--- config.mk ---
export PLATFORM = sky130hd
export DESIGN_NAME = alu_muldiv
export DESIGN_NICKNAME = d
export VERILOG_FILES = /design/src/rtl/alu_muldiv.sv
export SDC_FILE = /design/constraint.sdc
export NUM_CORES = 1
export LEC_CHECK = 0
export CAP_MARGIN = 5
export CORE_ASPECT_RATIO = 0.5
export CORE_MARGIN = 10
export CORE_UTILIZATION = 45
export DETAILED_ROUTE_END_ITERATION = 12
export DONT_BUFFER_PORTS = 1
export MAX_ROUTING_LAYER = met4
export PLACE_DENSITY = 0.63
export REMOVE_ABC_BUFFERS = 1
export SLEW_MARGIN = 30
export SYNTH_ARGS = -nofsm -noshare
export SYNTH_HDL_FRONTEND = slang
export SYNTH_SLANG_ARGS = --single-unit
--- constraint.sdc ---
create_clock -name CLK -period 8.6 [get_ports CLK]
set_input_delay 0.86 -clock CLK [delete_from_list [all_inputs] [get_ports CLK]]
set_output_delay 0.86 -clock CLK [all_outputs]
set_load 0.005 [all_outputs]
--- src/rtl/alu_muldiv.sv ---
// Sequential multiply/divide unit: one shift-add or restoring shift-subtract step per cycle.
// Optional divide datapath is built only when MULDIV_DIVIDE_EN is defined.
module alu_muldiv #(
    parameter int WIDTH = 16
) (
    input  logic             CLK,
    input  logic             RESET,
    input  logic             start,
    input  logic [1:0]       Operation,
    input  logic             byteWord,
    input  logic [WIDTH-1:0] A,
    input  logic [WIDTH-1:0] D,
    input  logic [WIDTH-1:0] B,
    output logic             busy,
    output logic             done,
    output logic             divError,
    output logic [WIDTH-1:0] resultLo,
    output logic [WIDTH-1:0] resultHi,
    output logic             F_Carry,
    output logic             F_Overflow
);
    localparam int N8 = WIDTH / 2;
    localparam int W2 = 2 * WIDTH;
    localparam int CW = $clog2(WIDTH + 1);

    typedef enum logic [2:0] {IDLE, SETUP, ITER, FIXUP, DONE} state_t;

    state_t           state_q, state_d;
    logic [1:0]       op_q, op_d;
    logic             bw_q, bw_d;
    logic [WIDTH-1:0] a_q, a_d, b_q, b_d;
    logic [WIDTH-1:0] mcand_q, mcand_d, shf_q, shf_d;
    logic [W2-1:0]    acc_q, acc_d;
    logic [CW-1:0]    cnt_q, cnt_d;
    logic             neg_q, neg_d;
    logic [WIDTH-1:0] lo_q, lo_d, hi_q, hi_d;
    logic             cf_q, cf_d, of_q, of_d, derr_q, derr_d;

    logic             sa, sb, hi_nz;
    logic [WIDTH-1:0] a_sel, b_sel, a_mag, b_mag;
    logic [W2-1:0]    prod;

`ifdef MULDIV_DIVIDE_EN
    logic [WIDTH-1:0] d_q, d_d, rem_q, rem_d;
    logic             rneg_q, rneg_d, dovf_q, dovf_d;
    logic             sdv, q_ovf;
    logic [W2-1:0]    dv_sel, dv_mag;
    logic [WIDTH-1:0] dv_hi, dv_lo, q_s, r_s;
    logic [WIDTH:0]   r_sh, r_diff;
`else
    logic d_unused;
    assign d_unused = ^D;
`endif

    always_comb begin
        // Byte operands are sign/zero extended to WIDTH before taking magnitudes.
        sa    = op_q[0] & (bw_q ? a_q[WIDTH-1] : a_q[N8-1]);
        sb    = op_q[0] & (bw_q ? b_q[WIDTH-1] : b_q[N8-1]);
        a_sel = bw_q ? a_q : {{N8{sa}}, a_q[N8-1:0]};
        b_sel = bw_q ? b_q : {{N8{sb}}, b_q[N8-1:0]};
        a_mag = sa ? -a_sel : a_sel;
        b_mag = sb ? -b_sel : b_sel;
        prod  = neg_q ? -acc_q : acc_q;
        if (op_q[0])
            hi_nz = bw_q ? (prod[W2-1:WIDTH] != {WIDTH{prod[WIDTH-1]}})
                         : (prod[WIDTH-1:N8] != {N8{prod[N8-1]}});
        else
            hi_nz = bw_q ? (|prod[W2-1:WIDTH]) : (|prod[WIDTH-1:N8]);
`ifdef MULDIV_DIVIDE_EN
        sdv    = op_q[0] & (bw_q ? d_q[WIDTH-1] : a_q[WIDTH-1]);
        dv_sel = bw_q ? {d_q, a_q} : {{WIDTH{sdv}}, a_q};
        dv_mag = sdv ? -dv_sel : dv_sel;
        dv_hi  = bw_q ? dv_mag[W2-1:WIDTH] : {{N8{1'b0}}, dv_mag[WIDTH-1:N8]};
        // Low dividend bits are left-aligned so the next bit is always shf_q MSB.
        dv_lo  = bw_q ? dv_mag[WIDTH-1:0] : {dv_mag[N8-1:0], {N8{1'b0}}};
        r_sh   = {rem_q, shf_q[WIDTH-1]};
        r_diff = r_sh - {1'b0, mcand_q};
        q_ovf  = dovf_q | (op_q[0] & (bw_q ? shf_q[WIDTH-1] : shf_q[N8-1]));
        q_s    = neg_q ? -shf_q : shf_q;
        r_s    = rneg_q ? -rem_q : rem_q;
        d_d    = d_q;
        rem_d  = rem_q;
        rneg_d = rneg_q;
        dovf_d = dovf_q;
`endif
        state_d = state_q;
        op_d    = op_q;
        bw_d    = bw_q;
        a_d     = a_q;
        b_d     = b_q;
        mcand_d = mcand_q;
        shf_d   = shf_q;
        acc_d   = acc_q;
        cnt_d   = cnt_q;
        neg_d   = neg_q;
        lo_d    = lo_q;
        hi_d    = hi_q;
        cf_d    = cf_q;
        of_d    = of_q;
        derr_d  = derr_q;

        case (state_q)
            IDLE: if (start) begin
                state_d = SETUP;
                op_d    = Operation;
                bw_d    = byteWord;
                a_d     = A;
                b_d     = B;
                derr_d  = 1'b0;
`ifdef MULDIV_DIVIDE_EN
                d_d     = D;
`endif
            end
            SETUP: begin
                cnt_d = bw_q ? CW'(WIDTH) : CW'(N8);
                if (!op_q[1]) begin
                    state_d = ITER;
                    mcand_d = a_mag;
                    shf_d   = bw_q ? b_mag : {b_mag[N8-1:0], {N8{1'b0}}};
                    acc_d   = '0;
                    neg_d   = sa ^ sb;
                end else begin
`ifdef MULDIV_DIVIDE_EN
                    if (b_mag == '0) begin
                        state_d = DONE;
                        derr_d  = 1'b1;
                    end else begin
                        state_d = ITER;
                        mcand_d = b_mag;
                        shf_d   = dv_lo;
                        rem_d   = dv_hi;
                        dovf_d  = (dv_hi >= b_mag);
                        neg_d   = sdv ^ sb;
                        rneg_d  = sdv;
                    end
`else
                    state_d = DONE;
                    derr_d  = 1'b1;
`endif
                end
            end
            ITER: begin
                cnt_d = cnt_q - CW'(1);
                if (cnt_q == CW'(1)) state_d = FIXUP;
                if (!op_q[1]) begin
                    acc_d = {acc_q[W2-2:0], 1'b0}
                          + (shf_q[WIDTH-1] ? {{WIDTH{1'b0}}, mcand_q} : {W2{1'b0}});
                    shf_d = shf_q << 1;
                end
`ifdef MULDIV_DIVIDE_EN
                else begin
                    shf_d = {shf_q[WIDTH-2:0], ~r_diff[WIDTH]};
                    rem_d = r_diff[WIDTH] ? r_sh[WIDTH-1:0] : r_diff[WIDTH-1:0];
                end
`endif
            end
            FIXUP: begin
                state_d = DONE;
                if (!op_q[1]) begin
                    lo_d = prod[WIDTH-1:0];
                    hi_d = bw_q ? prod[W2-1:WIDTH] : '0;
                    cf_d = hi_nz;
                    of_d = hi_nz;
                end
`ifdef MULDIV_DIVIDE_EN
                else if (q_ovf) begin
                    derr_d = 1'b1;
                end else begin
                    lo_d = bw_q ? q_s : {{N8{1'b0}}, q_s[N8-1:0]};
                    hi_d = bw_q ? r_s : {{N8{1'b0}}, r_s[N8-1:0]};
                end
`endif
            end
            DONE:    state_d = IDLE;
            default: state_d = IDLE;
        endcase
    end

    always_ff @(posedge CLK) begin
        if (RESET) begin
            state_q <= IDLE;
            op_q    <= '0;
            bw_q    <= 1'b0;
            a_q     <= '0;
            b_q     <= '0;
            mcand_q <= '0;
            shf_q   <= '0;
            acc_q   <= '0;
            cnt_q   <= '0;
            neg_q   <= 1'b0;
            lo_q    <= '0;
            hi_q    <= '0;
            cf_q    <= 1'b0;
            of_q    <= 1'b0;
            derr_q  <= 1'b0;
`ifdef MULDIV_DIVIDE_EN
            d_q     <= '0;
            rem_q   <= '0;
            rneg_q  <= 1'b0;
            dovf_q  <= 1'b0;
`endif
        end else begin
            state_q <= state_d;
            op_q    <= op_d;
            bw_q    <= bw_d;
            a_q     <= a_d;
            b_q     <= b_d;
            mcand_q <= mcand_d;
            shf_q   <= shf_d;
            acc_q   <= acc_d;
            cnt_q   <= cnt_d;
            neg_q   <= neg_d;
            lo_q    <= lo_d;
            hi_q    <= hi_d;
            cf_q    <= cf_d;
            of_q    <= of_d;
            derr_q  <= derr_d;
`ifdef MULDIV_DIVIDE_EN
            d_q     <= d_d;
            rem_q   <= rem_d;
            rneg_q  <= rneg_d;
            dovf_q  <= dovf_d;
`endif
        end
    end

    assign busy       = (state_q != IDLE);
    assign done       = (state_q == DONE);
    assign divError   = derr_q;
    assign resultLo   = lo_q;
    assign resultHi   = hi_q;
    assign F_Carry    = cf_q;
    assign F_Overflow = of_q;

endmodule

==> metrics.cfg, run 1 <==
[outcome]
outcome=completed

[timing]
rsz0062_at_grt=false
timing.fmax_mhz=271
setup_viol=0
tns_ns=0
final_hold_viol_count=0
min_period_over_period_pct=42.9
finalMaxSlewViolations=0
worstMarginPinSlew_ns=0.778
relSlewSlack_pct=48.1
setup_ws_ns=4.91
final.setup_skew_ns=0.0111
timing.final.crit_period_ns=3.69

[placement]
dp_hpwl_um=14400
dp_slack_ns=4.94
portBuffers=0
routabilityCongestion=0.886

[clock_network]
cts_post_setup_buffers_inserted=0
htree_levels=4
clk_path_buf_depth=2
clkTransAtPathRegs_ns=0.06
cts-root-buf=clkbuf_16
cts_tree=built
insertion_delay_ns=0.43
cts_made_buffers=17
cts.sinks=142
ctsHoldBuffers=0
cts-resized-gates=0

[floorplanning]
die_y_um=115
initial_utilization_pct=46.5
io-pin-count=91
die_x_um=211
core-area_um2=17600
dieArea_um2=24300
rows=34

[job]
maxCapViolCount=0

[layout]
fillers=1771
drive_gt1_share_pct=6.22
diodes=0
area_growth_pct=8.61
final_cell_mix=nand2_1 (153), dfxtp_1 (142), nor2_1 (112)
final_common_cell=nand2_1
nNetsFinal=1091
final_util_pct=50.5

[route]
via_per_inst=5.90
ant_nets=0
drt_wl_total_um=20700
wl_per_cell_um=16.4
firstDrtPassIters=5
drc=0
drt_iter0_drc=529
vias=7454

[power_and_ir_drop]
power_uw=1670
vdd_drop_max_mv=0.117
combPwrFrac_pct=9.5
leakagePower_uw=0.00333
pwr-share-seq_pct=42.8
p_int_uw=1250
powerDensity_nw_per_um2=188
switching_share_pct=25.5
p_switching_uw=427
clock_power_share_pct=47.7

[yosys]
ys_ff_latch=142
synthesis.area_um2=8190
seq_area_frac_synth_pct=34.7
ys_async_sr_fraction_pct=0
synth.largest_area_cell=dfxtp_1
synth_cell_types=70
syn_avg_cell_area_um2=7.63
netlist_instances=1073
synth.top_cell.area_share_pct=34.7
ys_warn_count=0
synth_edf_count=0
synth_area_leaders=dfxtp_1 (35%), nand2_1 (7.0%), a21oi_1 (5.3%)
yosys_most_used_dff=dfxtp_1

[setup_path]
path_cells=or4_1 -> or3_1 -> o41ai_1 -> xor2_1 -> or4_1 -> nor4_1 -> o211ai_1 -> a211o_1
crit_fanout=22
cpMostUsedCell=or4_1
critPathSlowestCell=or3_1
path_class=reg -> reg
crit_path_max_incr_delay_ns=0.66
cp-start-kind=flop
arrival_ns=4.00
cp-end-kind=flop
cp.required_ns=8.91

[grt]
antenna_found_initial=0
grt_max_degree=127
grt_pass1_wl_um=34700
grt-ovfl-total=0
grt_pass1_vias=7073
grt_usage_pct=17.6

[worst_hold_path]
holdCritPathClass=reg -> reg

==> synthesized netlist by cell type, types with 16 or more instances <==
| master | instances |
|---|---|
| nand2_1 | 153 |
| o21ai_0 | 30 |
| o211ai_1 | 19 |
| xnor2_1 | 39 |
| or3_1 | 16 |
| a211oi_1 | 27 |
| and2_1 | 19 |
| a22oi_1 | 18 |
| ha_1 | 20 |
| clkbuf_1 | 76 |
| nand3_1 | 45 |
| dfxtp_1 | 142 |
| nor3_1 | 38 |
| inv_1 | 23 |
| a21oi_1 | 86 |
| xor2_1 | 28 |
| nor2_1 | 113 |
==> power groups by stage <==
stage | Clock (uW) | Combinational [uW] | Sequential (uW)
after global routing | 845 | 180 | 722
final | 799 | 158 | 717
after detailed placement | 0 | 158 | 732
after floorplan | 0 | 113 | 727
after CTS | 814 | 158 | 717
after global placement | 0 | 154 | 731
==> flip-flops by register name (all words and copies together) (netlist names), 2 cells and up <==
name,count
acc_q,32
resultLo,16
op_q,2
resultHi,16
state_q,3
mcand_q,16
a_q,16
shf_q,16
b_q,16
cnt_q,5
==> through the flow <==
step | instances | instance area [um2] | hold slack [ns]
after floorplan | 988 | 7850 | 0.421
after global placement | 1231 | 8240 | 0.430
after detailed placement | 1231 | 8240 | 0.437
after CTS | 1263 | 8880 | 0.446
after global routing | 1263 | 8890 | 0.472
final | 1263 | 8890 | 0.452
==> critical path, delay by kind of cell, from the launching register on <==
family,cells,cell delay [ns]
compound gates,3,0.94
flops,1,0.38
simple gates,4,2.04
xor+xnor,1,0.20
==> area by class of cell <==
| type | instances | area, um2 | area share [%] |
|---|---|---|---|
| clock buffer | 20 | 457 | 5.14 |
| clock inverter | 12 | 183 | 2.05 |
| inverter | 24 | 90.1 | 1.01 |
| multi-input combinational | 822 | 4960 | 55.8 |
| sequential | 142 | 2840 | 32.0 |
| tap | 234 | 293 | 3.29 |
| timing repair buffer | 9 | 67.6 | 0.760 |
==> path summary, 6_finish.rpt <==
| check | from | to | slack [ns] | cells past startpoint |
|---|---|---|---|---|
| hold / removal | a_q[8] | a_q[8] | 0.45 | 2 |
| setup / recovery | acc_q[11] | F_Overflow | 4.91 | 8 |
| setup reg to reg | acc_q[11] | F_Overflow | 4.91 | 8 |
| hold reg to reg | a_q[8] | a_q[8] | 0.45 | 2 |
==> routing by layer <==
layer  part of all wire, %  GRT usage, %  vias up
met5                     0             -        -
met2                    47          28.3      170
li1                      -             -     3743
met3                   4.6          4.13       23
met4                   1.4          6.42        0
met1                    47          21.4     3518
==> logic make-up after synthesis <==
group                      share of synthesized area [%]
DFF                                                 34.7
adders and majority gates                           3.30
AOI/OAI and AO/OA                                   23.1
buffers and inverters                               5.18
muxes                                              0.504
xor gates and xnor gates                            7.17
and+or+nand+nor                                     26.0
Power figures use the tool's default switching activity.
==> inputs of run 2 (changes only) <==
clock period = 3.9 ns   (was 8.6 ns; I/O delays follow)
==> run 2 against run 1 <==
Effect of this change:
- count of clock-buffer cells in the layout down 3
- clock skew down 0.00088 ns
- worst hold slack worse by 0.40 ns
- die area unchanged
- register-to-register slack worse by 4.6 ns
- routed wire length up 1.8%
- cell count up 0.87%
- sequential share of layout area down 0.13 points
- power up 120%
- global-route usage up 0.25 points
- critical path type unchanged
- critical endpoint unchanged
- largest cell class unchanged
- largest power group unchanged
==> metrics.cfg, run 2 (same netlist as run 1, synthesis figures left out) <==
[layout]
diodes=0
final_common_cell=nand2_1
top_register=acc_q
fin_cells=1274
largest_reg_flops=32
area_growth_pct=9.10
drive_gt1_share_pct=7.31
fillers=1720
final_cell_mix=nand2_1 (153), dfxtp_1 (141), nor2_1 (112)
nNetsFinal=1103

[setup_path]
cp.required_ns=4.22
crit_fanout=14
crit_path_start=acc_q[1]
cp-end-kind=flop
crit_path_max_incr_delay_ns=0.62
path_class=reg -> reg
r2r-start=acc_q[1]
arrival_ns=3.85
path_cells=inv_1 -> ha_1 -> or3b_2 -> or3_1 -> o32ai_1 -> nor2_1 -> or4_1 -> nor4_1 -> o211ai_1 -> a211o_1
cp_num_buf_inv=1
cpLargestDelayFamily=simple AND/OR/NAND/NOR gates
critPathSlowestCell=or3b_2
cp-start-kind=flop

[grt]
grt_max_degree=127
grt_pass1_wl_um=35200
busiest_layer=met2
grt_use_met2_pct=28.6
use_met3_pct=3.53
grt_usage_pct=17.9
grt_use_met1_pct=22.6
grt-ovfl-total=0
grt_pass1_vias=7006
antenna_found_initial=0

[power_and_ir_drop]
switching_share_pct=26.6
p_switching_uw=959
combPwrFrac_pct=9.7
pwr-share-seq_pct=44.0
p_int_uw=2650
power_uw=3610
leakagePower_uw=0.00336
clock_power_share_pct=46.3
vdd_drop_max_mv=0.301
powerDensity_nw_per_um2=404

[route]
vias=7519
drt_wl_total_um=21100
wl_per_cell_um=16.6
via_per_inst=5.90
ant_nets=0
drc=0
drt_iter0_drc=499
firstDrtPassIters=5

[timing]
worstMarginPinSlew_ns=0.929
timing.final.crit_period_ns=3.54
setup_viol=0
relSlewSlack_pct=37.8
final.setup_skew_ns=0.0102
finalMaxSlewViolations=0
timing.fmax_mhz=283
tns_ns=0
rsz0062_at_grt=false
fin_hold_ws_ns=0.0510
final_hold_viol_count=0
min_period_over_period_pct=90.7

[worst_hold_path]
holdCritPathClass=in -> reg
worstHoldStart=RESET

[clock_network]
cts_post_setup_buffers_inserted=0
cts-root-buf=clkbuf_16
clkTransAtPathRegs_ns=0.06
clk_path_buf_depth=2
ctsHoldBuffers=0
cts_tree=built
cts_made_buffers=17
cts.sinks=142
htree_levels=4
cts-resized-gates=0
insertion_delay_ns=0.43

[floorplanning]
rows=34
initial_utilization_pct=46.5
dieArea_um2=24300
io-pin-count=91
die_y_um=115
core-area_um2=17600
die_x_um=211

[placement]
dp_hpwl_um=14900
routabilityCongestion=0.874
placed_cells=1243
portBuffers=0

[job]
maxCapViolCount=0

[outcome]
outcome=completed

run 2: changes by cell type in the layout (fill, tap and decap cells not counted), moves of 2 or more:
cell	previous run	this run
buf_4	9	21
clkbuf_8	2	0
clkinv_2	1	3
clkinvlp_4	3	5
run 2: layout make-up:
| class | instances | area, um2 | area share, % |
|---|---|---|---|
| Multi-Input combinational cell | 822 | 4950 | 55.4 |
| Sequential cell | 142 | 2840 | 31.8 |
| Clock buffer | 17 | 425 | 4.76 |
| Tap cell | 234 | 293 | 3.28 |
| Clock inverter | 14 | 169 | 1.89 |
| Timing Repair Buffer | 21 | 158 | 1.77 |
| Inverter | 24 | 90.1 | 1.01 |
run 2: per-layer routing:
layer,routed length (um),up-vias,share of wire (%)
met3,981,14,4.6
met2,9940,149,47
met4,197,0,0.93
met1,10000,3580,47
met5,0,-,0
li1,-,3776,-
run 2: per-stage QoR:
step                      cell area, um2  utilization (%)  worst slack, ns
final                               8930             50.7            0.364
after global routing                8930             50.7            0.106
after CTS                           8920             50.7            0.405
after detailed placement            8330             47.3            0.452
after global placement              8330             47.3            0.465
after floorplan                     7850                -           -0.203
run 2: final timing paths:
path                     end  slack (ns)  cells past startpoint
setup / recovery  F_Overflow        0.36                     10
hold / removal       op_q[0]        0.05                      1
setup reg to reg  F_Overflow        0.36                     10
hold reg to reg   mcand_q[9]        0.45                      2
run 2: power groups by stage:
stage	logic, uW	clock network (uW)	registers, uW
after floorplan	250	0	1600
after global placement	340	0	1620
after detailed placement	348	0	1620
after CTS	350	1700	1590
after global routing	394	1760	1600
final	349	1670	1590
run 2: worst register-to-register path, cell delays in order (launching register included):
cell and delay (ns):
dfxtp_1 0.38, inv_1 0.08, ha_1 0.16, or3b_2 0.62, or3_1 0.55, o32ai_1 0.31, nor2_1 0.13, or4_1 0.49
nor4_1 0.25, o211ai_1 0.14, a211o_1 0.30
==> inputs of run 3 (changes only) <==
PLACE_DENSITY = 0.57   (was 0.63)
==> run 3 against run 2 <==
Effect of this change:
- critical endpoint unchanged
- cell count about the same
- count of clock-buffer cells in the layout up 2
- clock power down 4%
- critical path type unchanged
- setup slack improved by 0.047 ns
- clock skew is 0.0023 ns lower
==> metrics.cfg, run 3 (same netlist as run 1, synthesis figures left out) <==
[layout]
design_area_um2=8910
fillers=1771
drive_gt1_share_pct=7.30
final_common_cell=nand2_1
largest_reg_flops=32
area_growth_pct=8.90
fin_cells=1275
nNetsFinal=1103
top_register=acc_q
diodes=0
final_cell_mix=nand2_1 (153), dfxtp_1 (141), nor2_1 (111)

[floorplanning]
core-area_um2=17600
dieArea_um2=24300
rows=34
initial_utilization_pct=46.5
die_y_um=115
io-pin-count=91
die_x_um=211

[route]
wl_per_cell_um=17.0
drt_wl_total_um=21600
via_per_inst=5.87
ant_nets=0
drc=0
vias=7485
firstDrtPassIters=5
drt_iter0_drc=459

[placement]
placed_area_um2=8330
portBuffers=0
dp_hpwl_um=15100
routabilityCongestion=0.883
placed_cells=1243

[outcome]
outcome=completed

[timing]
min_period_over_period_pct=89.4
timing.final.crit_period_ns=3.49
tns_ns=0
timing.fmax_mhz=287
relSlewSlack_pct=46.8
final.setup_skew_ns=0.00790
finalMaxSlewViolations=0
final_hold_viol_count=0
setup_viol=0
worstMarginPinSlew_ns=0.790
rsz0062_at_grt=false
fin_hold_ws_ns=0.0379

[clock_network]
cts-root-buf=clkbuf_16
cts_post_setup_buffers_inserted=0
ctsHoldBuffers=0
htree_levels=4
cts.sinks=142
clkTransAtPathRegs_ns=0.06
insertion_delay_ns=0.42
cts-resized-gates=0
clk_path_buf_depth=2
cts_made_buffers=17
cts_tree=built

[grt]
grt_max_degree=127
grt_pass1_vias=6938
grt_pass1_wl_um=35600
grt_usage_pct=18.3
grt-ovfl-total=0
antenna_found_initial=0

[setup_path]
path_class=reg -> reg
timing.rr.end=F_Overflow
cp-start-kind=flop
reg2reg_depth=10
cp-end-kind=flop
r2r_slack_ns=0.41
critPathCapture=F_Overflow
cp.required_ns=4.22
r2r-start=acc_q[1]
arrival_ns=3.80
crit_fanout=14
crit_path_start=acc_q[1]

[worst_hold_path]
holdCritPathClass=in -> reg
whs_path_depth=1

[job]
maxCapViolCount=0

[power_and_ir_drop]
leakagePower_uw=0.00335
vdd_drop_max_mv=0.325
power_uw=3550
powerDensity_nw_per_um2=398

-- run 3: report_power, final --
group | total (uW) | leakage [uW] | switching [uW] | internal (uW)
Clock | 1610 | 0.000266 | 667 | 943
Sequential | 1590 | 0.00115 | 68.7 | 1520
Combinational | 352 | 0.00193 | 224 | 129
-- run 3: worst min-delay path by stage --
stage | start | endpoint
detailed placement | mcand_q[11] | mcand_q[11]
global route | RESET | b_q[0]
global placement | mcand_q[9] | mcand_q[9]
finish | RESET | op_q[0]
CTS | RESET | op_q[0]
floorplan | mcand_q[11] | mcand_q[11]
-- run 3: routing by layer --
| layer | GRT usage, % | part of all wire [%] | wire, um | vias up |
|---|---|---|---|---|
| li1 | - | - | - | 3777 |
| met1 | 23.0 | 48 | 10500 | 3540 |
| met2 | 29.7 | 46 | 10100 | 151 |
| met3 | 3.45 | 4.2 | 911 | 17 |
| met4 | 4.51 | 0.91 | 197 | 0 |
| met5 | - | 0 | 0 | - |
-- run 3: layout make-up --
cell class	instances	area [um2]	area share, %
Timing Repair Buffer	21	158	1.77
Multi-Input combinational cell	822	4950	55.6
Sequential cell	142	2840	31.9
Inverter	24	90.1	1.01
Tap cell	234	293	3.28
Clock inverter	13	143	1.60
Clock buffer	19	433	4.86
-- run 3: critical path, stage by stage (launching register included) --
cell	delay [ns]
dfxtp_1	0.38
inv_1	0.08
ha_1	0.15
or3b_2	0.62
or3_1	0.54
o31ai_1	0.31
xnor2_1	0.18
a221o_1	0.37
nor4_1	0.27
o211ai_1	0.16
a211o_1	0.31
-- run 3: stage by stage --
step                      setup WS [ns]  utilization, %
after floorplan                  -0.203               -
after global placement            0.454            47.3
after detailed placement          0.428            47.3
after CTS                         0.414            50.6
after global routing              0.143            50.6
final                             0.412            50.6
